==> config.mk <==
export PLATFORM = sky130hd
export DESIGN_NAME = uart_cmd_host
export DESIGN_NICKNAME = d
export VERILOG_FILES = /design/src/rtl/uart_cmd_host_pkg.sv /design/src/rtl/uart_cmd_host_rsp_timer.sv /design/src/rtl/uart_cmd_host.sv
export SDC_FILE = /design/constraint.sdc
export NUM_CORES = 1
export LEC_CHECK = 0
export ABC_AREA = 1
export CAP_MARGIN = 20
export CORE_AREA = 2 2 120 122
export DETAILED_ROUTE_END_ITERATION = 7
export DIE_AREA = 0 0 122 124
export SETUP_SLACK_MARGIN = 0.4
export SYNTH_ARGS = -nofsm -noshare
export SYNTH_HDL_FRONTEND = slang
export SYNTH_SLANG_ARGS = --single-unit
==> constraint.sdc <==
create_clock -name i_clk -period 2.1 [get_ports i_clk]
set_input_delay 0.315 -clock i_clk [delete_from_list [all_inputs] [get_ports i_clk]]
set_output_delay 0.315 -clock i_clk [all_outputs]
set_load 0.005 [all_outputs]
==> src/rtl/uart_cmd_host_pkg.sv <==
// Shared types, opcodes and frame helpers for the UART command host.
// The frame helpers define the exact wire order of each command's bytes.
package uart_cmd_host_pkg;

    typedef enum logic [1:0] {
        WR      = 2'd0,
        RD      = 2'd1,
        ALU_OP  = 2'd2,
        ALU_NOP = 2'd3
    } cmd_t;

    typedef enum logic [1:0] {
        IDLE     = 2'd0,
        SEND     = 2'd1,
        WAIT_RSP = 2'd2,
        DONE     = 2'd3
    } host_state_t;

    localparam logic [7:0] OP_WR      = 8'hAA;
    localparam logic [7:0] OP_RD      = 8'hBB;
    localparam logic [7:0] OP_ALU     = 8'hCC;
    localparam logic [7:0] OP_ALU_NOP = 8'hDD;

    typedef struct packed {
        logic [2:0] tx_len;
        logic [1:0] rx_len;
    } frame_len_t;

    // Index 0 is the first byte on the wire.
    typedef logic [3:0][7:0] frame_t;

    function automatic frame_len_t frame_len(input cmd_t cmd);
        frame_len_t len;
        case (cmd)
            WR:      len = '{tx_len: 3'd3, rx_len: 2'd0};
            RD:      len = '{tx_len: 3'd2, rx_len: 2'd1};
            ALU_OP:  len = '{tx_len: 3'd4, rx_len: 2'd2};
            default: len = '{tx_len: 3'd2, rx_len: 2'd2};
        endcase
        return len;
    endfunction

    function automatic frame_t frame_bytes(input cmd_t cmd, input logic [7:0] addr,
                                           input logic [7:0] data, input logic [7:0] op_a,
                                           input logic [7:0] op_b, input logic [7:0] fun);
        frame_t f;
        f = '0;
        case (cmd)
            WR: begin
                f[0] = OP_WR;
                f[1] = addr;
                f[2] = data;
            end
            RD: begin
                f[0] = OP_RD;
                f[1] = addr;
            end
            ALU_OP: begin
                f[0] = OP_ALU;
                f[1] = op_a;
                f[2] = op_b;
                f[3] = fun;
            end
            default: begin
                f[0] = OP_ALU_NOP;
                f[1] = fun;
            end
        endcase
        return f;
    endfunction

endpackage

==> src/rtl/uart_cmd_host_rsp_timer.sv <==
// Response watchdog: counts idle cycles while enabled and flags expiry on the
// cycle the count reaches timeout-1. A zero timeout never expires.
module uart_cmd_host_rsp_timer #(
    parameter int TIMEOUT_W = 16
) (
    input  logic                 i_clk,
    input  logic                 i_reset,
    input  logic                 i_clear,
    input  logic                 i_enable,
    input  logic [TIMEOUT_W-1:0] i_timeout,
    output logic                 o_expire
);

    logic [TIMEOUT_W-1:0] count;

    always_ff @(posedge i_clk or negedge i_reset) begin
        if (!i_reset) begin
            count <= '0;
        end else if (i_clear) begin
            count <= '0;
        end else if (i_enable) begin
            count <= count + TIMEOUT_W'(1);
        end
    end

    assign o_expire = i_enable && (i_timeout != '0) && (count == i_timeout - TIMEOUT_W'(1));

endmodule

==> src/rtl/uart_cmd_host.sv <==
// Host-side command initiator: serializes one command into frame bytes, then
// gathers the LSB-first response or reports timeout / parity error.
module uart_cmd_host
    import uart_cmd_host_pkg::*;
#(
    parameter int DATA_WIDTH    = 8,
    parameter int ADDR_WIDTH    = 4,
    parameter int ALU_OUT_WIDTH = 16,
    parameter int TIMEOUT_W     = 16
) (
    input  logic                     i_clk,
    input  logic                     i_reset,
    input  logic                     i_cmd_valid,
    output logic                     o_cmd_ready,
    input  logic [1:0]               i_cmd_type,
    input  logic [ADDR_WIDTH-1:0]    i_cmd_addr,
    input  logic [DATA_WIDTH-1:0]    i_cmd_data,
    input  logic [DATA_WIDTH-1:0]    i_cmd_op_a,
    input  logic [DATA_WIDTH-1:0]    i_cmd_op_b,
    input  logic [3:0]               i_cmd_fun,
    input  logic [TIMEOUT_W-1:0]     i_timeout,
    output logic [7:0]               o_tx_byte,
    output logic                     o_tx_valid,
    input  logic                     i_tx_ready,
    input  logic [7:0]               i_rx_byte,
    input  logic                     i_rx_valid,
    input  logic                     i_rx_par_err,
    output logic                     o_rsp_valid,
    output logic [ALU_OUT_WIDTH-1:0] o_rsp_data,
    output logic                     o_rsp_err,
    output logic                     o_busy,
    output logic [1:0]               o_dbg_state
);

    // Handshakes: a command transfers when i_cmd_valid && o_cmd_ready; a frame
    // byte transfers when o_tx_valid && i_tx_ready, and o_tx_byte/o_tx_valid
    // stay put until then; i_rx_valid is a one-cycle strobe with no backpressure.

    host_state_t      state;
    frame_t           frame;
    frame_t           frame_in;
    frame_len_t       len_in;
    cmd_t             cmd_in;
    logic [1:0]       tx_idx;
    logic [1:0]       tx_last;
    logic [1:0]       rx_len;
    logic [1:0]       rx_cnt;
    logic [1:0][7:0]  rx_buf;
    logic [1:0][7:0]  rx_buf_nxt;
    logic             err;
    logic             err_nxt;
    logic             rx_take;
    logic             timer_expire;

    assign cmd_in   = cmd_t'(i_cmd_type);
    assign len_in   = frame_len(cmd_in);
    assign frame_in = frame_bytes(cmd_in, 8'(i_cmd_addr), 8'(i_cmd_data),
                                  8'(i_cmd_op_a), 8'(i_cmd_op_b), 8'(i_cmd_fun));

    assign rx_take = (state == WAIT_RSP) && i_rx_valid;
    assign err_nxt = err | (rx_take & i_rx_par_err);

    // Response word as it will look once this cycle's byte (if any) lands.
    always_comb begin
        rx_buf_nxt = rx_buf;
        if (rx_take) begin
            rx_buf_nxt[rx_cnt[0]] = i_rx_byte;
        end
    end

    uart_cmd_host_rsp_timer #(
        .TIMEOUT_W(TIMEOUT_W)
    ) u_rsp_timer (
        .i_clk    (i_clk),
        .i_reset  (i_reset),
        .i_clear  ((state != WAIT_RSP) || i_rx_valid),
        .i_enable (state == WAIT_RSP),
        .i_timeout(i_timeout),
        .o_expire (timer_expire)
    );

    assign o_dbg_state = state;

    always_ff @(posedge i_clk or negedge i_reset) begin
        if (!i_reset) begin
            state       <= IDLE;
            o_cmd_ready <= 1'b1;
            o_busy      <= 1'b0;
            o_tx_valid  <= 1'b0;
            o_tx_byte   <= '0;
            o_rsp_valid <= 1'b0;
            o_rsp_data  <= '0;
            o_rsp_err   <= 1'b0;
            frame       <= '0;
            tx_idx      <= '0;
            tx_last     <= '0;
            rx_len      <= '0;
            rx_cnt      <= '0;
            rx_buf      <= '0;
            err         <= 1'b0;
        end else begin
            case (state)
                IDLE: begin
                    if (i_cmd_valid) begin
                        frame       <= frame_in;
                        tx_idx      <= '0;
                        tx_last     <= 2'(len_in.tx_len - 3'd1);
                        rx_len      <= len_in.rx_len;
                        rx_cnt      <= '0;
                        rx_buf      <= '0;
                        err         <= 1'b0;
                        o_tx_byte   <= frame_in[0];
                        o_tx_valid  <= 1'b1;
                        o_cmd_ready <= 1'b0;
                        o_busy      <= 1'b1;
                        state       <= SEND;
                    end
                end
                SEND: begin
                    if (i_tx_ready) begin
                        if (tx_idx == tx_last) begin
                            o_tx_valid <= 1'b0;
                            if (rx_len == 2'd0) begin
                                o_rsp_valid <= 1'b1;
                                o_rsp_data  <= ALU_OUT_WIDTH'(rx_buf_nxt);
                                o_rsp_err   <= err_nxt;
                                state       <= DONE;
                            end else begin
                                state <= WAIT_RSP;
                            end
                        end else begin
                            tx_idx    <= tx_idx + 2'd1;
                            o_tx_byte <= frame[tx_idx + 2'd1];
                        end
                    end
                end
                WAIT_RSP: begin
                    // A byte arriving on the expiry cycle wins over the timeout.
                    if (rx_take) begin
                        rx_buf <= rx_buf_nxt;
                        err    <= err_nxt;
                        rx_cnt <= rx_cnt + 2'd1;
                        if (rx_cnt + 2'd1 == rx_len) begin
                            o_rsp_valid <= 1'b1;
                            o_rsp_data  <= ALU_OUT_WIDTH'(rx_buf_nxt);
                            o_rsp_err   <= err_nxt;
                            state       <= DONE;
                        end
                    end else if (timer_expire) begin
                        o_rsp_valid <= 1'b1;
                        o_rsp_data  <= ALU_OUT_WIDTH'(rx_buf);
                        o_rsp_err   <= 1'b1;
                        state       <= DONE;
                    end
                end
                DONE: begin
                    o_rsp_valid <= 1'b0;
                    o_cmd_ready <= 1'b1;
                    o_busy      <= 1'b0;
                    state       <= IDLE;
                end
                default: state <= IDLE;
            endcase
        end
    end

endmodule

==> results.md, run 1 <==
- Outcome: completed
- Number of synthesized flops with an enable pin: 0
- Post-DP HPWL: 10.9 mm
- Dominant cell type by area after synthesis: dfrtp_1
- Cts bufs inserted: 9
- Slew Limit Fails: 0
- Register area share after synthesis: 44.7%
- Pin count of the biggest net entering global routing: 41
- PwrDens: 1120 nW/um^2
- Worst EP required: 2.33 ns
- Switching power: 0.00350 W
- Synth-to-layout area growth: 48.8%
- Ys flop type: dfrtp_1
- Syn Std Cell Area: 5320 sq um
- Clk buf depth: 2
- Max VDD drop: 515 uV
- Worst-skew pair later-pin latency: 0.34 ns
- Max Fclk: 539 MHz
- Die ar.: 15100 sq um
- Ant. Diodes: 0
- Layout Cell Area excl Fill: 7910 sq um
- CORE AREA: 13700 sq um
- Sw Share: 39.6%
- Fin Setup TNS: 0 ns
- CP max stage cell: dlygate4sd2_1
- Crit Path Class: primary input to register
- Vias in the first global route: 5142
- Number of remaining DRC errors: 0
- Initial drt markers: 341
- Final hold violations: 0
- Row count: 43
- Fin nets: 947
- Initial cell density of the core: 38.8%
- First-pass GRT wire length: 24.7 mm
- Layout cell share with drive strength beyond 1: 23.7%
- Slew HR: 70.1%
- Clk slew on worst S/H paths: 0.07 ns
- Clock share of power: 20.2%
- Clock sink total: 95
- Least-Margin Pin Slew: 0.448 ns
- TritonCTS clock tree: built
- Syn Area/Cell: 7.53 sq um
- I/O Buffers: 94
- Flops & latches, synth: 95
- Flop pwr share: 30.0%
- Int Pwr: 0.00536 W
- Max cap viols: 0
- Cells after Synth: 706
- Worst-path maximum fanout: 8
- Total Power: 0.00886 W
- RD Place Congestion: 0.834
- WP data arrival: 2.09 ns
- Tcrit/Tclk final: 88.4%
- Clk_skew: 0.00779 ns
- RSZ-0062 raised after global routing: yes
- Min cycle time layout: 1.86 ns
- Grt ovf: 0
- CP delay by family, top: simple AND/OR/NAND/NOR gates
- Wire per inst: 14.7 um
- Critical path buffers and inverters: 3
- Final ANT Viol Nets: 0
- Synth top area share: 44.2%
- Syn. warnings: 0
- Count leader, synth: nand2_1
- Final setup vio count: 0
- CP endpoint kind: register
- Root Driver: clkbuf_16
- LEAKAGE: 3.74 nW
- Total Routing Usage GR: 20.7%
- DRT Pass-1 Iters: 5
- Hold crit path type: primary input to register
- Initial antenna violation count: 0
- Total wire length: 15.6 mm
- Hold_ws: 0.351 ns
- CP max stage delay: 0.25 ns
- Startpoint types: primary input
- Chip width: 122 um
- I/O pins: 95
- Mapped Nets: 779
- Cell Area, Placed: 6790 sq um
- Cell mode on critical path: nand2_1
- Count of cell types in the netlist: 42
- Ranking of synthesized cells by area: dfrtp_1 (44%), nand2_1 (14%), inv_1 (6.3%), o21ai_0 (5.8%), nor2_1 (4.4%)
- Reg2Reg Setup Slack: 0.25 ns
- Die Ht: 124 um
- Asr flop ratio synth: 100%
- DR vias: 5344
- Comb pwr share: 49.8%
- Vias per cell: 5.05
- H-tree depth: 3
- Post-synth top cells: nand2_1 (193), dfrtp_1 (94), inv_1 (89)
- Critical-path cell list: dlygate4sd2_1 -> inv_2 -> ha_4 -> inv_2 -> nand2_1 -> nand2_1 -> nand2_1 -> nand2_1 -> nor2_1 -> nand2_1 -> nor2_2 -> nand2_1 -> nor2_2 -> nand3_2 -> nand2_4 -> nand3_4 -> nand2_1 -> nand2_1
==> power groups by stage <==
stage | Combinational [W] | Sequential [W] | Clock (W)
after CTS | 0.00373 | 0.00263 | 0.00182
after detailed placement | 0.00322 | 0.00266 | 0
after global routing | 0.00481 | 0.00271 | 0.00188
after global placement | 0.00317 | 0.00266 | 0
after floorplan | 0.00191 | 0.00260 | 0
final | 0.00441 | 0.00266 | 0.00179
==> metrics by stage <==
step                      instances  utilization [%]  setup WS [ns]
after floorplan                 706                -          0.248
after global placement         1006             49.5         -0.392
after detailed placement       1006             49.5         -0.427
after CTS                      1038             54.2          0.190
after global routing           1059             57.7         0.0660
final                          1059             57.7          0.243
==> registers in the layout (all words and copies together), names as in the netlist <==
| name | count |
|---|---|
| frame | 24 |
| o_rsp_data | 16 |
| rx_buf | 16 |
| u_rsp_timer.count | 16 |
| o_tx_byte | 8 |
| o_dbg_state | 2 |
| rx_cnt | 2 |
| tx_idx | 2 |
| tx_last | 2 |
| err | 1 |
| o_busy | 1 |
| o_cmd_ready | 1 |
| o_rsp_err | 1 |
| o_rsp_valid | 1 |
| o_tx_valid | 1 |
| rx_len | 1 |
==> layer usage <==
layer  global-route usage, %  wire (um)
met4                    7.04        232
met3                    2.66        590
met5                       0          0
met2                    34.6       7640
met1                    27.8       7140
==> cell type report <==
class                      count  area, sq um
inverter                      96          385
fill                        1266         5810
timing repair inverter         1         7.51
sequential                    95         2380
clock inverter                 6         91.3
multi-input combinational    494         2920
clock buffer                  10          239
timing repair buffer         177         1660
tap                          180          225
==> placed cells by master, fill, tap and decap left out, types with 18 or more instances in the layout <==
cell type	instances
nand4_1	25
nand3_1	31
nand2_1	179
a21oi_1	18
inv_1	80
clkdlybuf4s50_1	74
dfrtp_1	90
o21ai_0	42
buf_4	62
nor2_1	44
==> worst paths after layout <==
check | cells past startpoint | startpoint | endpoint
min | 3 | i_cmd_type[0] | frame[4]
max in group asynchronous | 3 | i_reset | frame[26]
max | 18 | i_timeout[1] | o_rsp_data[6]
min in group asynchronous | 2 | i_reset | rx_buf[6]
min reg2reg | 2 | o_rsp_valid | o_rsp_valid
max reg2reg | 13 | u_rsp_timer.count[0] | o_rsp_data[6]
==> cells by family (layout without fill, tap and decap cells) <==
logic type / Yosys count / count (layout) / synth area share [%]
DFF: 95 / 95 / 44.7
and+or+nand+nor: 346 / 349 / 28.5
xor gates and xnor gates: 17 / 17 / 2.80
AOI/OAI and AO/OA: 119 / 119 / 13.1
adders and majority gates: 9 / 9 / 2.12
buffers and inverters: 120 / 290 / 8.80
==> worst register-to-register path: stages, from the launching register on <==
cell	delay [ns]
dfrtp_2	0.44
buf_6	0.12
xor2_1	0.12
nand2_1	0.06
nor2_1	0.10
nand2_1	0.08
nor2_2	0.11
nand2_1	0.07
nor2_2	0.09
nand3_2	0.11
nand2_4	0.15
nand3_4	0.15
nand2_1	0.10
nand2_1	0.05
==> repair_timing <==
action,4_1_cts,5_1_grt
resized for setup,75,102
hold endpoints to repair,24,0
setup endpoints to repair,56,66
setup buffers,11,19
pin swaps,28,26
hold buffers,1,0
gates cloned,4,2
Power figures use the tool's default switching activity.
==> run 2: changes to the inputs <==
--- a/config.mk
+++ b/config.mk
@@ -7,10 +7,11 @@
 export LEC_CHECK = 0
 export ABC_AREA = 1
 export CAP_MARGIN = 20
-export CORE_AREA = 2 2 120 122
+export CORE_AREA = 2 2 123 125
 export DETAILED_ROUTE_END_ITERATION = 7
-export DIE_AREA = 0 0 122 124
+export DIE_AREA = 0 0 125 127
 export SETUP_SLACK_MARGIN = 0.4
 export SYNTH_ARGS = -nofsm -noshare
 export SYNTH_HDL_FRONTEND = slang
+export SYNTH_HIERARCHICAL = 1
 export SYNTH_SLANG_ARGS = --single-unit
==> results.md, run 2 <==
- Clk slew on worst S/H paths: 0.07 ns (about the same)
- Post-DP HPWL: 11.5 mm (+5.4%)
- Max VDD drop: 623 uV (+21%)
- Min cycle time layout: 2.35 ns (+0.494 ns)
- Cells after Synth: 773 (+9.5%)
- Most frequent cells in the layout: nand2_1 (217), dfrtp_1 (94), clkdlybuf4s50_1 (76)
- RSZ-0062 raised after global routing: yes
- Sw Share: 41.3% (+1.7 points)
- Number of synthesized flops with an enable pin: 0 (unchanged)
- Max cap viols: 0 (unchanged)
- Outcome: finished with violations
- Slew HR: 49.2% (-21 points)
- Flop pwr share: 29.5% (-0.5 points)
- Clk_skew: 0.0108 ns (+0.00301 ns)
- TritonCTS clock tree: built
- Grt ovf: 0 (unchanged)
- Chip width: 125 um (+2.5%)
- Number of remaining DRC errors: 0 (unchanged)
- Count leader, synth: nand2_1
- Hold_ws: 0.473 ns (+0.122 ns)
- Multiplexer share of the synthesized area: 0% (unchanged)
- Startpoint types: register
- Simple-gate portion of the synthesized area: 34.3% (+5.8 points)
- Ys flop type: dfrtp_1
- Initial cell density of the core: 38.9% (+0.17 points)
- RR Endpoint: o_dbg_state[0]
- Cts bufs inserted: 9 (unchanged)
- DR vias: 5755 (+7.7%)
- Fin nets: 1019 (+7.6%)
- WP data arrival: 2.58 ns (+0.49 ns)
- Max Fclk: 425 MHz (-21%)
- Switching power: 0.00378 W (+7.9%)
- Int Pwr: 0.00538 W (+0.37%)
- Pre-CTS setup slack: -0.806 ns (-0.380 ns)
- Worst-path maximum fanout: 4 (-4)
- Largest reg by FF count: frame
- Adder-cell area share of the yosys netlist: 2.01% (-0.11 points)
- CP Capture Point: o_dbg_state[0]
- Synth Area in XOR/XNOR: 2.03% (-0.77 points)
- Compound-cell area share of the yosys netlist: 10.8% (-2.2 points)
- Reg2Reg Depth: 18 (+5)
- Syn. warnings: 6 (+6)
- Wire per inst: 14.6 um (-0.82%)
- Reg2Reg Setup Slack: -0.25 ns (-0.50 ns)
- CP endpoint kind: register
- Most common cell after layout, fill and taps aside: nand2_1
- Flops & latches, synth: 95 (unchanged)
- Clock share of power: 17.8% (-2.4 points)
- CORE AREA: 14400 sq um (+5.1%)
- Mapped Nets: 846 (+8.6%)
- Total wire length: 16.6 mm (+6.3%)
- I/O pins: 95 (unchanged)
- Register area share after synthesis: 42.4% (-2.4 points)
- Asr flop ratio synth: 100% (unchanged)
- Pin count of the biggest net entering global routing: 42 (+2.4%)
- Die ar.: 15900 sq um (+4.9%)
- Comb pwr share: 52.7% (+2.9 points)
- Worst EP required: 2.32 ns (about the same)
- Final ANT Viol Nets: 0 (unchanged)
- I/O Buffers: 94 (unchanged)
- Root Driver: clkbuf_16
- Dominant cell type by area after synthesis: dfrtp_1
- Row count: 44 (+2.3%)
- Reg2Reg Launch Point: o_dbg_state[0]
- Ranking of synthesized cells by area: dfrtp_1 (42%), nand2_1 (16%), nand3_1 (6.0%), inv_1 (5.5%), o21ai_0 (5.0%)
- Crit Path Class: register to register
- Violated checks: setup timing
- Final worst-path setup slack: -0.251 ns (-0.494 ns)
- DRT Pass-1 Iters: 6 (+1)
- Vias per cell: 5.07 (+0.48%)
- H-tree depth: 3 (unchanged)
- Layout cell share with drive strength beyond 1: 24.6% (+0.94 points)
- Max FFs per register: 24 (unchanged)
- Clock sink total: 95 (unchanged)
- Cell Area, Placed: 7150 sq um (+5.3%)
- First-pass GRT wire length: 26.3 mm (+6.4%)
- Ant. Diodes: 0 (unchanged)
- Layout Cell Area excl Fill: 8220 sq um (+3.9%)
- Syn Std Cell Area: 5620 sq um (+5.6%)
- Worst-skew pair later-pin latency: 0.35 ns (about the same)
- Clk buf depth: 2 (unchanged)
- Syn Area/Cell: 7.26 sq um (-3.6%)
- Slew Limit Fails: 0 (unchanged)
- RD Place Congestion: 0.833 (about the same)
- Count of cell types in the netlist: 45 (+7.1%)
- Initial drt markers: 480 (+41%)
- LEAKAGE: 3.96 nW (+5.8%)
- Hold crit path type: register to register
- Synth top area share: 41.9% (-2.3 points)
- Post-layout util: 57.0% (-0.66 points)
- Final hold violations: 0 (unchanged)
- Die Ht: 127 um (+2.4%)
- Main combinational cell family by area after synthesis: simple AND/OR/NAND/NOR gates
- Initial antenna violation count: 0 (unchanged)
- Tcrit/Tclk final: 112% (+24 points)
- Final setup vio count: 20 (+20)
- PwrDens: 1110 nW/um^2 (-0.56%)
- HP Start: o_rsp_data[4]
- Post-synth top cells: nand2_1 (243), dfrtp_1 (94), inv_1 (83)
- Synth-to-layout area growth: 46.4%
- Total Routing Usage GR: 20.1% (-0.60 points)
- Vias in the first global route: 5452 (+6.0%)
- Crit path from: o_dbg_state[0]
- Least-Margin Pin Slew: 0.762 ns (+0.314 ns)
-- run 2: cell types whose count changed after synthesis, moves of 4 or more --
cell | before | now
nand2_1 | 193 | 243
nand3_1 | 35 | 67
a32o_1 | 8 | 0
buf_2 | 2 | 10
clkbuf_1 | 19 | 12
inv_1 | 89 | 83
o21ai_0 | 62 | 56
a221oi_1 | 5 | 0
a31oi_1 | 1 | 5
nand3b_1 | 2 | 6
nor2_1 | 63 | 59
nor2_4 | 2 | 6
-- run 2: what timing repair did --
item                                    4_1_cts  5_1_grt
endpoints found under the hold margin        38        0
setup buffers                                13       15
endpoints found under the setup margin       79       70
resized for setup                            71      109
pin swaps                                    39       39
hold buffers                                  1        0
gates cloned                                  4        2
-- run 2: area by class of cell --
cell class	count	area, sq um
clock buffer	10	239
clock inverter	6	57.6
fill	1334	6200
inverter	91	379
multi-input combinational	564	3200
sequential	95	2380
tap	184	230
timing repair buffer	184	1740
timing repair inverter	1	7.51
-- run 2: power by group through the flow --
stage / clock, W / sequential [W] / combinational (W)
2_1_floorplan: 0 / 0.00264 / 0.00206
4_1_cts: 0.00168 / 0.00267 / 0.00430
5_1_grt: 0.00176 / 0.00276 / 0.00525
6_report: 0.00163 / 0.00270 / 0.00482
3_3_place_gp: 0 / 0.00269 / 0.00358
3_5_place_dp: 0 / 0.00270 / 0.00364
-- run 2: layer usage --
layer	track usage [%]	vias to the layer above	wire length [um]
met2	33.4	182	8150
li1	-	2871	-
met3	3.18	18	865
met5	0	-	0
met4	5.56	0	226
met1	27.4	2684	7340
-- run 2: worst max-delay path, stage by stage (launching register included) --
cell and delay (ns):
dfrtp_1 0.40, inv_2 0.08, ha_4 0.13, inv_2 0.03, a21oi_2 0.08, nand4_1 0.08
nor2_1 0.12, nand2_1 0.07, nor2_2 0.11, nand3_2 0.08, nor2_2 0.11, nand3b_1 0.14
nand2_2 0.07, a21oi_4 0.18, buf_4 0.15, buf_6 0.08, nand3_1 0.10, nand2_1 0.13
nand2_1 0.08
-- run 2: logic make-up after synthesis --
kind of cell	after synthesis
AOI/OAI and AO/OA	109
xor gates and xnor gates	13
adders and majority gates	9
buffers and inverters	117
DFF	95
and+or+nand+nor	430
-- run 2: through the flow --
stage	setup TNS, ns	cells	total power, W
after floorplan	0	773	0.00470
after global placement	-14.11	1084	0.00627
after detailed placement	-15.46	1084	0.00634
after CTS	-2.64	1118	0.00865
after global routing	-6.67	1135	0.00977
final	-3.56	1135	0.00916
-- run 2: how the worst min path moves through the flow --
| stage | cells past startpoint | end |
|---|---|---|
| finish | 2 | o_rsp_data[4] |
| global route | 2 | frame[18] |
| CTS | 2 | o_rsp_data[2] |
| detailed placement | 1 | frame[8] |
| global placement | 1 | frame[11] |
| floorplan | 0 | err |
==> run 3: changes to the inputs <==
--- a/config.mk
+++ b/config.mk
@@ -6,10 +6,11 @@
 export NUM_CORES = 1
 export LEC_CHECK = 0
 export ABC_AREA = 1
+export ABC_CLOCK_PERIOD_IN_PS = 2100
 export CAP_MARGIN = 20
-export CORE_AREA = 2 2 123 125
+export CORE_AREA = 2 2 138 113
 export DETAILED_ROUTE_END_ITERATION = 7
-export DIE_AREA = 0 0 125 127
+export DIE_AREA = 0 0 140 115
 export SETUP_SLACK_MARGIN = 0.4
 export SYNTH_ARGS = -nofsm -noshare
 export SYNTH_HDL_FRONTEND = slang
==> results.md, run 3 (synthesis gave the netlist of run 2 again) <==
- Fin Setup TNS: -2.88 ns (+0.680 ns)
- CP endpoint kind: register
- Final setup vio count: 20 (unchanged)
- Hold Path Depth: 2 (unchanged)
- Total Routing Usage GR: 20.0% (-0.038 points)
- Reg area: 2380 sq um (unchanged)
- I/O pins: 95 (unchanged)
- Post-DP HPWL: 11.3 mm (-1.8%)
- Chip width: 140 um (+12%)
- Final worst-path setup slack: -0.172 ns (+0.0789 ns)
- Initial drt markers: 339 (-29%)
- HP Start: o_rsp_data[1]
- Reg2Reg Launch Point: o_dbg_state[0]
- Pin count of the biggest net entering global routing: 38 (-9.5%)
- Cell Area, Placed: 7120 sq um (-0.33%)
- Fill cell count: 1363 (+2.2%)
- Crit path from: o_dbg_state[0]
- DRT Pass-1 Iters: 7 (+1)
- Clk_skew: 0.00537 ns (-0.00543 ns)
- Worst-path maximum fanout: 8 (+4)
- Final hold violations: 0 (unchanged)
- Vias in the first global route: 5248 (-3.7%)
- Ant. Diodes: 0 (unchanged)
- H-tree depth: 3 (unchanged)
- PwrDens: 1120 nW/um^2 (+0.67%)
- Reg2Reg Setup Slack: -0.17 ns (+0.08 ns)
- Row count: 40 (-9.1%)
- Max cap viols: 0 (unchanged)
- Max VDD drop: 778 uV (+25%)
- Total wire length: 16.2 mm (-2.2%)
- TritonCTS clock tree: built
- Max Fclk: 440 MHz (+3.5%)
- Final ANT Viol Nets: 0 (unchanged)
- Max FFs per register: 24 (unchanged)
- Die Ht: 115 um (-9.4%)
- Multi-input logic area: 3200 sq um (about the same)
- WP data arrival: 2.51 ns (-0.07 ns)
- Reg2Reg Depth: 17 (-1)
- Total Power: 0.00919 W (+0.32%)
- Slew HR: 58.6% (+9.4 points)
- Post-route insts no fill: 1131 (-0.35%)
- Cts bufs inserted: 9 (unchanged)
- Min cycle time layout: 2.27 ns (-0.0789 ns)
- Grt ovf: 0 (unchanged)
- Layout cell share with drive strength beyond 1: 23.2% (-1.4 points)
- First-pass GRT wire length: 25.9 mm (-1.6%)
- Synth-to-layout area growth: 45.9%
- RD Place Congestion: 0.863 (+3.5%)
- I/O Buffers: 94 (unchanged)
- LEAKAGE: 3.94 nW (-0.50%)
- Die ar.: 16100 sq um (+1.4%)
- Root Driver: clkbuf_16
- Worst-skew pair later-pin latency: 0.35 ns (about the same)
- Clock sink total: 95 (unchanged)
- RR Endpoint: o_rsp_data[0]
- Layout Cell Area excl Fill: 8190 sq um (-0.35%)
- Crit Path Class: register to register
- RSZ-0062 raised after global routing: yes
- Clk slew on worst S/H paths: 0.06 ns (about the same)
- Most common cell after layout, fill and taps aside: nand2_1
- Clk buf depth: 2 (unchanged)
- Wire per inst: 14.3 um (-1.8%)
- Hold crit path type: register to register
- Outcome: finished with violations
- Startpoint types: register
- Initial antenna violation count: 0 (unchanged)
- Least-Margin Pin Slew: 0.619 ns (-0.143 ns)
- CORE AREA: 14800 sq um (+2.4%)
- Tcrit/Tclk final: 108% (-3.8 points)
- Violated checks: DRC, setup timing
- Initial cell density of the core: 38.0% (-0.90 points)
- Hold_ws: 0.468 ns (-0.00426 ns)
- Fin nets: 1010 (-0.88%)
- Placed cell count: 1085 (+0.092%)
- Worst EP required: 2.34 ns (+0.02 ns)
- Largest reg by FF count: frame
- Slew Limit Fails: 0 (unchanged)
- DR vias: 5633 (-2.1%)
- Worst hold endpoint: o_rsp_data[1]
- Most frequent cells in the layout: nand2_1 (222), dfrtp_1 (94), clkdlybuf4s50_1 (78)
- Number of remaining DRC errors: 3 (+3)
- Vias per cell: 4.98 (-1.8%)
run 3: cell count changes in the layout (fill, tap and decap cells not counted), moves of 5 or more:
cell	delta
buf_4	-12
nand2_1	+5
nand2_2	-5
nor2_2	-7
o21ai_0	-6
o22ai_1	-5
o22ai_2	+5
run 3: power breakdown:
part	total (W)	internal [W]	switching, W
Combinational	0.00497	0.00224	0.00273
Sequential	0.00270	0.00235	0.000350
Clock	0.00152	0.000804	0.000714
run 3: cell type report:
class / instances / area share, %
Timing Repair inverter: 2 / 0.168
Multi-Input combinational cell: 563 / 39.0
Clock buffer: 11 / 2.84
Timing Repair Buffer: 175 / 20.9
Inverter: 91 / 4.72
Tap cell: 189 / 2.89
Sequential cell: 95 / 29.0
Clock inverter: 5 / 0.412
run 3: worst max path at each step:
| stage | cells after the start | slack, ns | endpoint |
|---|---|---|---|
| after floorplan | 17 | 0.02 | o_rsp_data[5] |
| after global placement | 16 | -0.64 | o_rsp_data[1] |
| after detailed placement | 16 | -0.67 | o_rsp_data[13] |
| after CTS | 17 | -0.18 | o_rsp_data[3] |
| after global routing | 17 | -0.36 | o_rsp_data[0] |
| final | 17 | -0.17 | o_rsp_data[0] |
run 3: critical path, stage by stage, from the launching register on:
cell and delay [ns]:
dfrtp_1 0.39, inv_2 0.08, ha_4 0.13, inv_2 0.03, a21oi_2 0.09, nand4_1 0.09, nor2_1 0.15, nand2_1 0.08
nor2_2 0.10, nand3_1 0.08, nor2_1 0.10, nand3b_1 0.14, nand2_2 0.07, a21oi_4 0.15, buf_12 0.15, nand3_4 0.16
nand2_2 0.12, nand2_1 0.05
run 3: layer usage:
metal,GRT usage [%],vias up,share of wire (%)
met2,29.3,182,44
met4,5.93,0,1.8
met5,0,-,0
met1,30.0,2572,49
li1,-,2852,-
met3,4.25,27,5.8
run 3: repair_timing:
action | in CTS | in global routing
buffers inserted | 7 | 14
hold buffers | 1 | 0
setup endpoints to repair | 70 | 70
pin swaps | 17 | 40
cloned | 2 | 6
hold endpoints to repair | 34 | 0
gates resized for setup | 49 | 138
run 3: stage by stage:
stage / worst slack, ns / util (%)
global placement: -0.637 / 48.2
finish: -0.172 / 55.5
detailed placement: -0.674 / 48.2
global route: -0.359 / 55.5
CTS: -0.178 / 51.5
floorplan: 0.0243 / -
